**config.mk**
```make
export PLATFORM = sky130hd
export DESIGN_NAME = seq_shift_add_multiplier_flat
export DESIGN_NICKNAME = d
export VERILOG_FILES = /design/src/rtl/seq_shift_add_multiplier_if.sv /design/src/rtl/seq_shift_add_multiplier.sv /design/src/flat_wrapper.sv
export SDC_FILE = /design/constraint.sdc
export NUM_CORES = 1
export LEC_CHECK = 0
export CORE_MARGIN = 5
export CORE_UTILIZATION = 54
export CTS_BUF_LIST = sky130_fd_sc_hd__clkbuf_16
export CTS_CLUSTER_DIAMETER = 120
export DETAILED_ROUTE_END_ITERATION = 7
export PLACE_DENSITY_LB_ADDON = 0.1
export REMOVE_ABC_BUFFERS = 1
export SYNTH_ARGS = -nofsm -noshare
export SYNTH_HDL_FRONTEND = slang
export SYNTH_SLANG_ARGS = --single-unit
export TNS_END_PERCENT = 30
```
**constraint.sdc**
```tcl
create_clock -name clk -period 2.3 [get_ports clk]
set_clock_uncertainty 0.15 [all_clocks]
set_input_delay 0.23 -clock clk [delete_from_list [all_inputs] [get_ports clk]]
set_output_delay 0.23 -clock clk [all_outputs]
set_load 0.02 [all_outputs]
```
**src/rtl/seq_shift_add_multiplier_if.sv**
```systemverilog
// seq_shift_add_multiplier_if: start/busy/done handshake with operands and the 2N-bit product; master = controller, slave = multiplier
interface seq_shift_add_multiplier_if #(parameter int N = 16);
  logic         start;
  logic         signed_op;
  logic [N-1:0] a;
  logic [N-1:0] b;
  logic [2*N-1:0] product;
  logic         busy;
  logic         done;
  modport master (output start, signed_op, a, b, input product, busy, done);
  modport slave (input start, signed_op, a, b, output product, busy, done);
endinterface

```
**src/rtl/seq_shift_add_multiplier.sv**
```systemverilog
// seq_shift_add_multiplier: radix-2 shift-and-add multiplier, N+2 cycles per product; ports clk, rst_n (async low), s (slave handshake); MULT_SIGNED_EN enables signed MULT
module seq_shift_add_multiplier #(parameter int N = 16) (
  input logic clk,
  input logic rst_n,
  seq_shift_add_multiplier_if.slave s
);
  localparam int CW = $clog2(N);
  typedef enum logic [1:0] {IDLE, RUN, FIX, DONE} state_t;
  state_t state_q, state_d;
  logic [N-1:0] m_q, m_d, q_q, q_d, m_in, q_in;
  logic [N:0] acc_q, acc_d, sum;
  logic [CW-1:0] cnt_q, cnt_d;
  logic [2*N-1:0] product_q, product_d, p, p_out;
  logic accept;
  assign accept = s.start & (state_q == IDLE || state_q == DONE);
  assign sum = q_q[0] ? {1'b0, acc_q[N-1:0]} + {1'b0, m_q} : {1'b0, acc_q[N-1:0]};
  assign p = {acc_q[N-1:0], q_q};
`ifdef MULT_SIGNED_EN
  logic neg_q, neg_d;
  assign m_in = (s.signed_op & s.a[N-1]) ? -s.a : s.a;
  assign q_in = (s.signed_op & s.b[N-1]) ? -s.b : s.b;
  assign neg_d = accept ? s.signed_op & (s.a[N-1] ^ s.b[N-1]) : neg_q;
  assign p_out = neg_q ? -p : p;
  always_ff @(posedge clk or negedge rst_n)
    if (!rst_n) neg_q <= 1'b0;
    else neg_q <= neg_d;
`else
  assign m_in = s.a;
  assign q_in = s.b;
  assign p_out = p;
`endif
  always_comb begin
    state_d = state_q;
    m_d = m_q;
    q_d = q_q;
    acc_d = acc_q;
    cnt_d = cnt_q;
    product_d = product_q;
    case (state_q)
      IDLE, DONE: begin
        state_d = accept ? RUN : IDLE;
        if (accept) begin
          m_d = m_in;
          q_d = q_in;
          acc_d = '0;
          cnt_d = '0;
        end
      end
      RUN: begin
        // {ACC,Q} <= {c,s,Q} >> 1; ACC's top bit is always zero
        acc_d = {1'b0, sum[N:1]};
        q_d = {sum[0], q_q[N-1:1]};
        cnt_d = cnt_q + 1'b1;
        state_d = (cnt_q == CW'(N - 1)) ? FIX : RUN;
      end
      default: begin
        product_d = p_out;
        state_d = DONE;
      end
    endcase
  end
  always_ff @(posedge clk or negedge rst_n)
    if (!rst_n) begin
      state_q <= IDLE;
      m_q <= '0;
      q_q <= '0;
      acc_q <= '0;
      cnt_q <= '0;
      product_q <= '0;
    end else begin
      state_q <= state_d;
      m_q <= m_d;
      q_q <= q_d;
      acc_q <= acc_d;
      cnt_q <= cnt_d;
      product_q <= product_d;
    end
  assign s.product = product_q;
  assign s.busy = (state_q == RUN) || (state_q == FIX);
  assign s.done = (state_q == DONE);
endmodule

```
**src/flat_wrapper.sv**
```systemverilog
// flat-port wrapper written by rule: the top's interface ports become plain ports
module seq_shift_add_multiplier_flat 
#(parameter int N = 16)
  (clk, rst_n, s_start, s_signed_op, s_a, s_b, s_product, s_busy, s_done);
  seq_shift_add_multiplier_if #(.N(N)) s_i ();
  input logic clk;
  input logic rst_n;
  input wire logic [$bits(s_i.start)-1:0] s_start;
  input wire logic [$bits(s_i.signed_op)-1:0] s_signed_op;
  input wire logic [$bits(s_i.a)-1:0] s_a;
  input wire logic [$bits(s_i.b)-1:0] s_b;
  output wire logic [$bits(s_i.product)-1:0] s_product;
  output wire logic [$bits(s_i.busy)-1:0] s_busy;
  output wire logic [$bits(s_i.done)-1:0] s_done;
  assign s_i.start = s_start;
  assign s_i.signed_op = s_signed_op;
  assign s_i.a = s_a;
  assign s_i.b = s_b;
  assign s_product = s_i.product;
  assign s_busy = s_i.busy;
  assign s_done = s_i.done;
  seq_shift_add_multiplier #(.N(N)) u_core (.clk(clk), .rst_n(rst_n), .s(s_i));
endmodule
```
==> results of run 1 <==
worst max path at each step:
stage,start,endpoint,slack (ps)
global route,u_core.acc_q[10]$_DFFE_PN0P_,u_core.acc_q[12]$_DFFE_PN0P_,1
global placement,u_core.acc_q[0]$_DFFE_PN0P_,u_core.acc_q[15]$_DFFE_PN0P_,80
floorplan,u_core.state_q[0]$_DFF_PN0_,u_core.acc_q[12]$_DFFE_PN0P_,-560
finish,u_core.acc_q[8]$_DFFE_PN0P_,u_core.acc_q[14]$_DFFE_PN0P_,100
CTS,u_core.acc_q[0]$_DFFE_PN0P_,u_core.acc_q[15]$_DFFE_PN0P_,30
detailed placement,u_core.acc_q[0]$_DFFE_PN0P_,u_core.acc_q[15]$_DFFE_PN0P_,40
layout make-up:
| type | instances | share of cell area, % |
|---|---|---|
| clock buffer | 9 | 4.01 |
| clock inverter | 7 | 1.18 |
| inverter | 8 | 0.534 |
| multi-input combinational | 278 | 38.4 |
| sequential | 86 | 38.3 |
| tap | 105 | 2.34 |
| timing repair buffer | 90 | 15.2 |
through the flow:
stage | hold WS [ps] | instance area (sq um) | total power, uW
after global routing | 268 | 5620 | 9860
after global placement | 47.5 | 5310 | 7580
after detailed placement | 48.7 | 5310 | 7720
after CTS | 239 | 5610 | 9190
after floorplan | -216 | 4340 | 5980
final | 224 | 5620 | 9180
sequential cells by signal (all words and copies together) (netlist names):
name and cells:
u_core.s.product 32, u_core.acc_q 16, u_core.m_q 16, u_core.q_q 16, u_core.cnt_q 4, u_core.state_q 2
timing repair:
| item | 4_1_cts | 5_1_grt |
|---|---|---|
| setup endpoints to repair | 1 | 7 |
| hold buffers | 1 | 0 |
| hold endpoints to repair | 29 | 0 |
| buffers inserted | 0 | 1 |
| gates resized for setup | 1 | 2 |
| pin swaps | 0 | 1 |
cells in the final DEF, fill, tap and decap left out, drive strengths merged, types with 3 or more instances in the layout:
master,netlist,final
a21o,8,8
a21oi,31,31
a22oi,9,9
a31oi,3,3
buf,17,22
clkbuf,6,9
clkdlybuf4s50,0,66
dfrtp,86,86
ha,21,21
inv,7,10
mux2,49,49
mux2i,6,6
nand2,22,22
nand3,6,6
nand3b,15,15
nand4,4,4
nor2,5,5
nor2b,3,3
o21a,3,3
o21ai,35,35
o22ai,17,17
o31ai,4,4
xnor2,8,8
xor2,4,4
power groups by stage:
stage / clock network [uW] / logic [uW] / registers (uW)
2_1_floorplan: 0 / 3060 / 2920
4_1_cts: 1460 / 4990 / 2740
5_1_grt: 1530 / 5490 / 2840
3_3_place_gp: 0 / 4850 / 2730
3_5_place_dp: 0 / 4960 / 2760
6_report: 1430 / 5000 / 2740
cells by family after synthesis:
| kind of cell | Yosys count | synth area share [%] |
|---|---|---|
| compound gates | 124 | 17.5 |
| xor+xnor | 12 | 2.35 |
| fa+ha+maj | 22 | 6.32 |
| mux | 55 | 13.7 |
| simple gates | 65 | 8.27 |
| buf+inv | 31 | 3.80 |
| flops | 86 | 48.1 |
per-layer routing:
metal,vias up,global-route usage [%],wire (um),part of all wire (%)
li1,1620,-,-,-
met1,1626,28.7,4710,47
met2,74,33.6,4800,48
met3,10,3.39,386,3.9
met4,0,4.50,90,0.90
met5,-,0,0,0
Yosys cell counts (2+ instances only):
library cell / count
a21o_1: 7
o21ai_0: 17
o21bai_1: 2
a22oi_1: 9
and2_2: 2
nand2_1: 21
nor3_1: 2
buf_2: 7
o31ai_1: 3
nand2b_1: 2
o21ai_1: 18
nor2b_1: 3
o22ai_1: 17
inv_1: 6
a22o_1: 2
nor2_1: 4
mux2_1: 14
nand4_1: 4
mux2i_1: 6
clkbuf_1: 6
ha_1: 21
o21a_1: 3
a21oi_1: 30
dfrtp_1: 86
buf_6: 4
buf_1: 4
nand3_1: 5
mux2_2: 35
nand3b_1: 15
xor2_1: 4
a31oi_1: 2
xnor2_1: 8
==> flow_summary.ini, run 1 <==
[critical_path]
cp_top_family = compound AO/OA/AOI/OAI gates
reg2reg_depth = 7
crit_cells = 7
crit_path_end_kind = flop
rrSetupSlack_ps = 100
worstSetupPathType = reg -> reg
cp.buffers_inverters = 0
r2r_start = u_core.acc_q[8]$_DFFE_PN0P_
critPathSlowestCell = dfrtp_1
setup.worst_path.start_class = flop
cpPeakStageDelay_ps = 420
critPathRequiredTime_ps = 2360
critical_path.most_common_cell = o21ai_1
r2r_end = u_core.acc_q[14]$_DFFE_PN0P_
critPathMaxFanout = 6
crit_chain = ha_1 > a21o_1 > a31oi_2 > o21ai_1 > a221oi_2 > xor2_1 > o21ai_1
cp_data_arrival_time_ps = 2260

[synthesis]
synth_top_area_share_pct = 48.1
synth_enable_flop_cells = 0
post_synth_num_cell_types = 58
synth_area_leaders = dfrtp_1 48%, mux2_2 8.8%, ha_1 5.9%
yosys.area.top_type = dfrtp_1
synth-main-ff-cell = dfrtp_1
yosys_warnings = 0
syn_area_sq_um = 4480
syn_inst = 395
ys_seq_area_share_pct = 48.1
ys_ff_latch = 86
syn_area_per_cell_sq_um = 11.3
async_flop_share_pct = 100

[timing]
fin_tns_setup_ps = 0
maxSlewHeadroom_pct = 58.2
rsz0062_at_grt = false
fin_crit_sh_pct = 95.8
period_minus_slack_ps = 2200
setup_violations = 0
max_freq_mhz = 454
worst_slack_ps = 96.8
worstMarginPinSlew_ps = 627
finalMaxSlewViolations = 0
finalHoldViolations = 0

[run_status]
outcome = complete, no violations

[min_path]
hold_path.class = in -> async

[power_and_ir_drop]
switchingPower_uw = 3810
p_int_uw = 5370
power_leakage_uw = 0.00240
seqPwrFrac_pct = 29.9
irDropWorstVdd_v = 0.000925
p_per_area_nw_per_um2 = 1630
clkPwrFrac_pct = 15.6
swShare_pct = 41.5
combPwrFrac_pct = 54.5

[die]
die-area_sq_um = 10200
rows = 33
start_util_pct = 55.0
core-area_sq_um = 8130
die_h_um = 101
die_w_um = 101
ios = 70

[clock_network]
cts.path.max_buffers = 2
cts_root_buf = clkbuf_16
cts_tree = done
clk_latency_ps = 330
clk_pin_slew_ps = 70
htreeDepth = 3
clock_sinks = 86
cts_inserted_buffers = 9

[layout]
multiInputGateArea_sq_um = 2160
fin_util_pct = 69.1
drive_gt1_share_pct = 18.6
layout-area-overhead-vs-synth_pct = 25.6
seq_area_sq_um = 2150
finalNetCount = 531
nFillCells = 634
n_antenna_cell = 0
finalNonFillerCells = 583

[drt]
wl_um = 9990
wire_per_inst_um = 17.1
drt_iter0_drc = 168
drtPass1Iterations = 4
route.vias.total = 3330
route.detailed.drc = 0
drt-vias-per-instance = 5.71
antenna_left = 0

[placed_design]
gp_congestion = 0.900
dpl.cell_count = 565
portBuffers = 68
dp_slack_ps = 38.1
hpwlAfterDp_um = 7010

[global_route]
antenna_found_initial = 0
grt_pass1_wl_um = 16800
grt_overflow = 0
grt_pass1_vias = 3408
grt_use_total_pct = 20.5
grt_max_degree = 41

[flow_run]
cap_violations = 0
No activity file was read; power rests on OpenSTA's default activity.
==> inputs of run 2 (changes only) <==
Settings changed: CORE_MARGIN 5 to 1.
==> run 2 against run 1 <==
  * Sequential share of layout area rose by 0.068 points
  * Die area fell by 15%
  * Worst hold slack improved by 53 ps
  * Worst setup slack improved by 18 ps
  * Non-clock buffer count fell by 2
  * Cell area fell by 0.18%
  * Global-route usage rose by 3.2 points
  * Sequential cell count did not move
  * First-iteration DRC count fell by 14%
  * Sequential power barely moved
  * Clock power barely moved
==> flow_summary.ini, run 2 (synthesis gave the netlist of run 1 again) <==
[timing]
period_minus_slack_ps = 2190
rsz0062_at_grt = false
finalMaxSlewViolations = 0
fin_tns_setup_ps = 0
setup_violations = 0
fin_crit_sh_pct = 95.0
maxSlewHeadroom_pct = 61.2
max_freq_mhz = 458
finalHoldViolations = 0
worstMarginPinSlew_ps = 583

[die]
start_util_pct = 56.8
rows = 32
die_w_um = 93.1
die_h_um = 93.1
die-area_sq_um = 8660
core-area_sq_um = 7890
ios = 70

[layout]
largest_reg_flops = 32
finalNonFillerCells = 578
n_antenna_cell = 0
fin_util_pct = 71.2
drive_gt1_share_pct = 18.1
layout-area-overhead-vs-synth_pct = 25.4
final_common_cell = dfrtp_1
nFillCells = 593
finalNetCount = 529
mostFrequentLayoutCells = 86 x dfrtp_1, 66 x clkdlybuf4s50_1, 35 x mux2_2, 29 x a21oi_1

[drt]
wl_um = 9600
drt_iter0_drc = 144
route.vias.total = 3358
drt-vias-per-instance = 5.81
wire_per_inst_um = 16.6
drtPass1Iterations = 6
antenna_left = 0
route.detailed.drc = 0

[clock_network]
clock_sinks = 86
clk_latency_ps = 340
cts_tree = done
cts_inserted_buffers = 9
htreeDepth = 3
clk_pin_slew_ps = 60
cts_root_buf = clkbuf_16
cts.path.max_buffers = 2

[critical_path]
critPathMaxFanout = 6
cp_data_arrival_time_ps = 2260
crit_path_end_kind = flop
worstSetupPathType = reg -> reg
setup.worst_path.start_class = flop
critPathRequiredTime_ps = 2370

[placed_design]
portBuffers = 68
gp_congestion = 0.814
hpwlAfterDp_um = 6690
dpl.cell_count = 561

[global_route]
grt_max_degree = 45
grt_pass1_wl_um = 16000
grt_overflow = 0
grt_pass1_vias = 3337
grt_use_total_pct = 23.7
antenna_found_initial = 0

[flow_run]
cap_violations = 0

[power_and_ir_drop]
irDropWorstVdd_v = 0.000826
total_power_uw = 9150
power_leakage_uw = 0.00240
p_per_area_nw_per_um2 = 1630

[run_status]
outcome = complete, no violations

[min_path]
hold_path.class = in -> async
## run 2: cell count changes in the layout (fill, tap and decap cells not counted), sizes merged
| cell | before | now |
|---|---|---|
| clkinv | 2 | 6 |
| buf | 22 | 20 |
| dlymetal6s2s | 0 | 1 |
| dlygate4sd2 | 1 | 0 |
| clkinvlp | 2 | 0 |
| inv | 10 | 8 |
## run 2: metrics by stage
| stage | cell area [sq um] | hold slack [ps] | setup WS, ps |
|---|---|---|---|
| after floorplan | 4340 | -216 | -560 |
| after detailed placement | 5300 | 117 | 33.3 |
| after CTS | 5600 | 300 | 0.408 |
| final | 5610 | 277 | 114 |
| after global placement | 5300 | 117 | 69.5 |
| after global routing | 5610 | 344 | 0.916 |
## run 2: power breakdown
part / switching, uW / total [uW] / internal [uW]
Clock: 589 / 1420 / 834
Combinational: 2660 / 5000 / 2340
Sequential: 517 / 2720 / 2210
Total: 3770 / 9150 / 5380
## run 2: layout make-up
| type | count | area [sq um] | share of cell area, % |
|---|---|---|---|
| clock buffers | 9 | 225 | 4.01 |
| flip-flops and latches | 86 | 2150 | 38.3 |
| clock inverters | 7 | 63.8 | 1.14 |
| repair buffers | 88 | 846 | 15.1 |
| inverters | 8 | 30.0 | 0.535 |
| multi-input cells | 278 | 2170 | 38.6 |
| well taps | 102 | 128 | 2.27 |
## run 2: per-layer routing
layer / vias to the layer above / track usage, % / part of all wire (%)
met4: 0 / 10.0 / 1.9
met5: - / 0 / 0
met2: 83 / 40.6 / 50
met1: 1645 / 30.2 / 45
li1: 1615 / - / -
met3: 15 / 3.41 / 3.9
## run 2: path summary, 6_finish.rpt
path / slack [ps] / start / cells past startpoint / end
min in group clk: 330 / s_a[13] / 2 / u_core.m_q[13]$_DFFE_PN0P_
hold / removal: 280 / rst_n / 2 / u_core.q_q[8]$_DFFE_PN0P_
setup reg to reg: 110 / u_core.acc_q[8]$_DFFE_PN0P_ / 7 / u_core.acc_q[14]$_DFFE_PN0P_
max in group asynchronous: 1100 / rst_n / 3 / u_core.acc_q[5]$_DFFE_PN0P_
hold reg to reg: 340 / u_core.s.product[11]$_DFFE_PN0N_ / 1 / u_core.s.product[11]$_DFFE_PN0N_
setup / recovery: 110 / u_core.acc_q[8]$_DFFE_PN0P_ / 7 / u_core.acc_q[14]$_DFFE_PN0P_
## run 2: critical path, cell delays in order, from the launching register on
cell,delay (ps)
dfrtp_1,400
ha_1,390
a21o_1,240
a31oi_2,200
o21ai_1,120
a221oi_2,300
xor2_1,190
o21ai_1,70
## run 2: timing repair
item,4_1_cts,5_1_grt
hold buffers,1,0
resized for setup,1,3
setup endpoints to repair,1,6
hold endpoints to repair,43,0
pin swaps,0,1
setup buffers,0,0
==> inputs of run 3 (changes only) <==
Settings changed: CTS_BUF_LIST sky130_fd_sc_hd__clkbuf_16 to default.
==> run 3 against run 2 <==
  * Utilization down 0.95 points
  * Routed wire length down 0.35%
  * Sequential cell count unchanged
  * Cell area down 1.3%
  * First-iteration DRC count up 9.7%
  * Combinational power about the same
  * Non-clock buffer count unchanged
  * Total power down 3.3%
  * Register-to-register slack about the same
  * Sequential power about the same
  * Clock power down 19%
  * Fmax up 0.36%
  * Largest power group unchanged
==> flow_summary.ini, run 3 (synthesis gave the netlist of run 1 again) <==
[global_route]
grt_pass1_wl_um = 15800
grt_max_degree = 45
antenna_found_initial = 0
grt_overflow = 0
grt_use_total_pct = 23.5
grt_pass1_vias = 3299

[critical_path]
crit_path_end_kind = flop
critPathSlowestCell = dfrtp_1
reg2reg_depth = 7
r2r_start = u_core.acc_q[8]$_DFFE_PN0P_
critical_path.most_common_cell = o21ai_1
cp_data_arrival_time_ps = 2280
critPathMaxFanout = 6
worstSetupPathType = reg -> reg
rrSetupSlack_ps = 120
crit_start = u_core.acc_q[8]$_DFFE_PN0P_
critPathRequiredTime_ps = 2400
cpPeakStageDelay_ps = 410
setup.worst_path.start_class = flop
crit_chain = ha_1 > a21o_1 > a31oi_2 > o21ai_1 > a221oi_2 > xor2_1 > o21ai_1
r2r_end = u_core.acc_q[14]$_DFFE_PN0P_

[timing]
fin_crit_sh_pct = 94.7
fin_tns_setup_ps = 0
rsz0062_at_grt = false
finalMaxSlewViolations = 0
max_freq_mhz = 459
period_minus_slack_ps = 2180
finalHoldViolations = 0
worstMarginPinSlew_ps = 581
maxSlewHeadroom_pct = 61.3
setup_violations = 0

[drt]
antenna_left = 0
drt_iter0_drc = 158
route.vias.total = 3369
drt-vias-per-instance = 5.83
wire_per_inst_um = 16.5
wl_met3_um = 345
wl_met1_um = 4270
wl_um = 9560
wl_met2_um = 4820
top_layer_used = met4
drtPass1Iterations = 5
route.detailed.drc = 0

[layout]
finalNetCount = 529
fin_util_pct = 70.2
n_antenna_cell = 0
drive_gt1_share_pct = 18.7
final_common_cell = dfrtp_1
mostFrequentLayoutCells = 86 x dfrtp_1, 66 x clkdlybuf4s50_1, 35 x mux2_2, 29 x a21oi_1
finalNonFillerCells = 578
fin_area_sq_um = 5540
largest_reg_flops = 32
layout-area-overhead-vs-synth_pct = 23.7

[power_and_ir_drop]
p_int_uw = 5120
clkPwrFrac_pct = 13.0
combPwrFrac_pct = 56.3
power_leakage_uw = 0.00236
switchingPower_uw = 3720
seqPwrFrac_pct = 30.7
total_power_uw = 8840
irDropWorstVdd_v = 0.000819
swShare_pct = 42.0
p_per_area_nw_per_um2 = 1600

[flow_run]
cap_violations = 0

[clock_network]
post-cts-setup-buffer-count = 0
clk_pin_slew_ps = 90
htreeDepth = 3
cts.path.max_buffers = 2
cts_root_buf = clkbuf_8
clk_latency_ps = 360
cts_inserted_buffers = 9
cts_tree = done
clock_sinks = 86

[die]
die_h_um = 93.1
die_w_um = 93.1
core-area_sq_um = 7890
rows = 32
die-area_sq_um = 8660
start_util_pct = 56.8
ios = 70

[placed_design]
portBuffers = 68
place_area_sq_um = 5300
gp_congestion = 0.814
hpwlAfterDp_um = 6690
dpl.cell_count = 561

[run_status]
outcome = complete, no violations

[min_path]
hold_path.class = in -> async
==> run 3: through the flow <==
step | hold slack [ps] | setup slack (ps)
floorplan | -216 | -560
global placement | 117 | 69.5
detailed placement | 117 | 33.3
CTS | 261 | 49.8
global route | 309 | 1.87
finish | 248 | 122
==> run 3: how the worst max path moves through the flow <==
stage / to / depth (start not counted)
2_1_floorplan: u_core.acc_q[12]$_DFFE_PN0P_ / 7
3_3_place_gp: u_core.acc_q[15]$_DFFE_PN0P_ / 8
3_5_place_dp: u_core.acc_q[15]$_DFFE_PN0P_ / 8
4_1_cts: u_core.acc_q[15]$_DFFE_PN0P_ / 8
5_1_grt: u_core.acc_q[13]$_DFFE_PN0P_ / 9
6_report: u_core.acc_q[14]$_DFFE_PN0P_ / 7
==> run 3: metal layers <==
layer | global-route usage, % | vias to the layer above
li1 | - | 1613
met1 | 29.8 | 1657
met2 | 40.6 | 90
met3 | 3.66 | 9
met4 | 8.72 | 0
met5 | 0 | -
==> run 3: worst max-delay path: cells and delay by family, from the launching register on <==
family	cells	cell delay (ps)
compound gates	5	940
xor+xnor	1	190
fa+ha+maj	1	390
flops	1	410
==> run 3: timing repair <==
item / in CTS / in global routing
hold endpoints to repair: 43 / 0
hold buffers: 1 / 0
setup endpoints to repair: 2 / 5
pin swaps: 0 / 1
resized for setup: 2 / 2
==> run 3: power groups by stage <==
stage | combinational (uW) | clock (uW) | sequential (uW)
after CTS | 4970 | 1180 | 2720
after global placement | 4830 | 0 | 2710
after floorplan | 3060 | 0 | 2920
after global routing | 5470 | 1230 | 2800
final | 4980 | 1150 | 2710
after detailed placement | 4950 | 0 | 2740
==> run 3: layout make-up <==
class	count	area [sq um]
clock buffer	12	165
timing repair buffer	88	842
inverter	8	30.0
clock inverter	4	52.6
multi-input combinational	278	2170
fill	610	2350
sequential	86	2150
tap	102	128
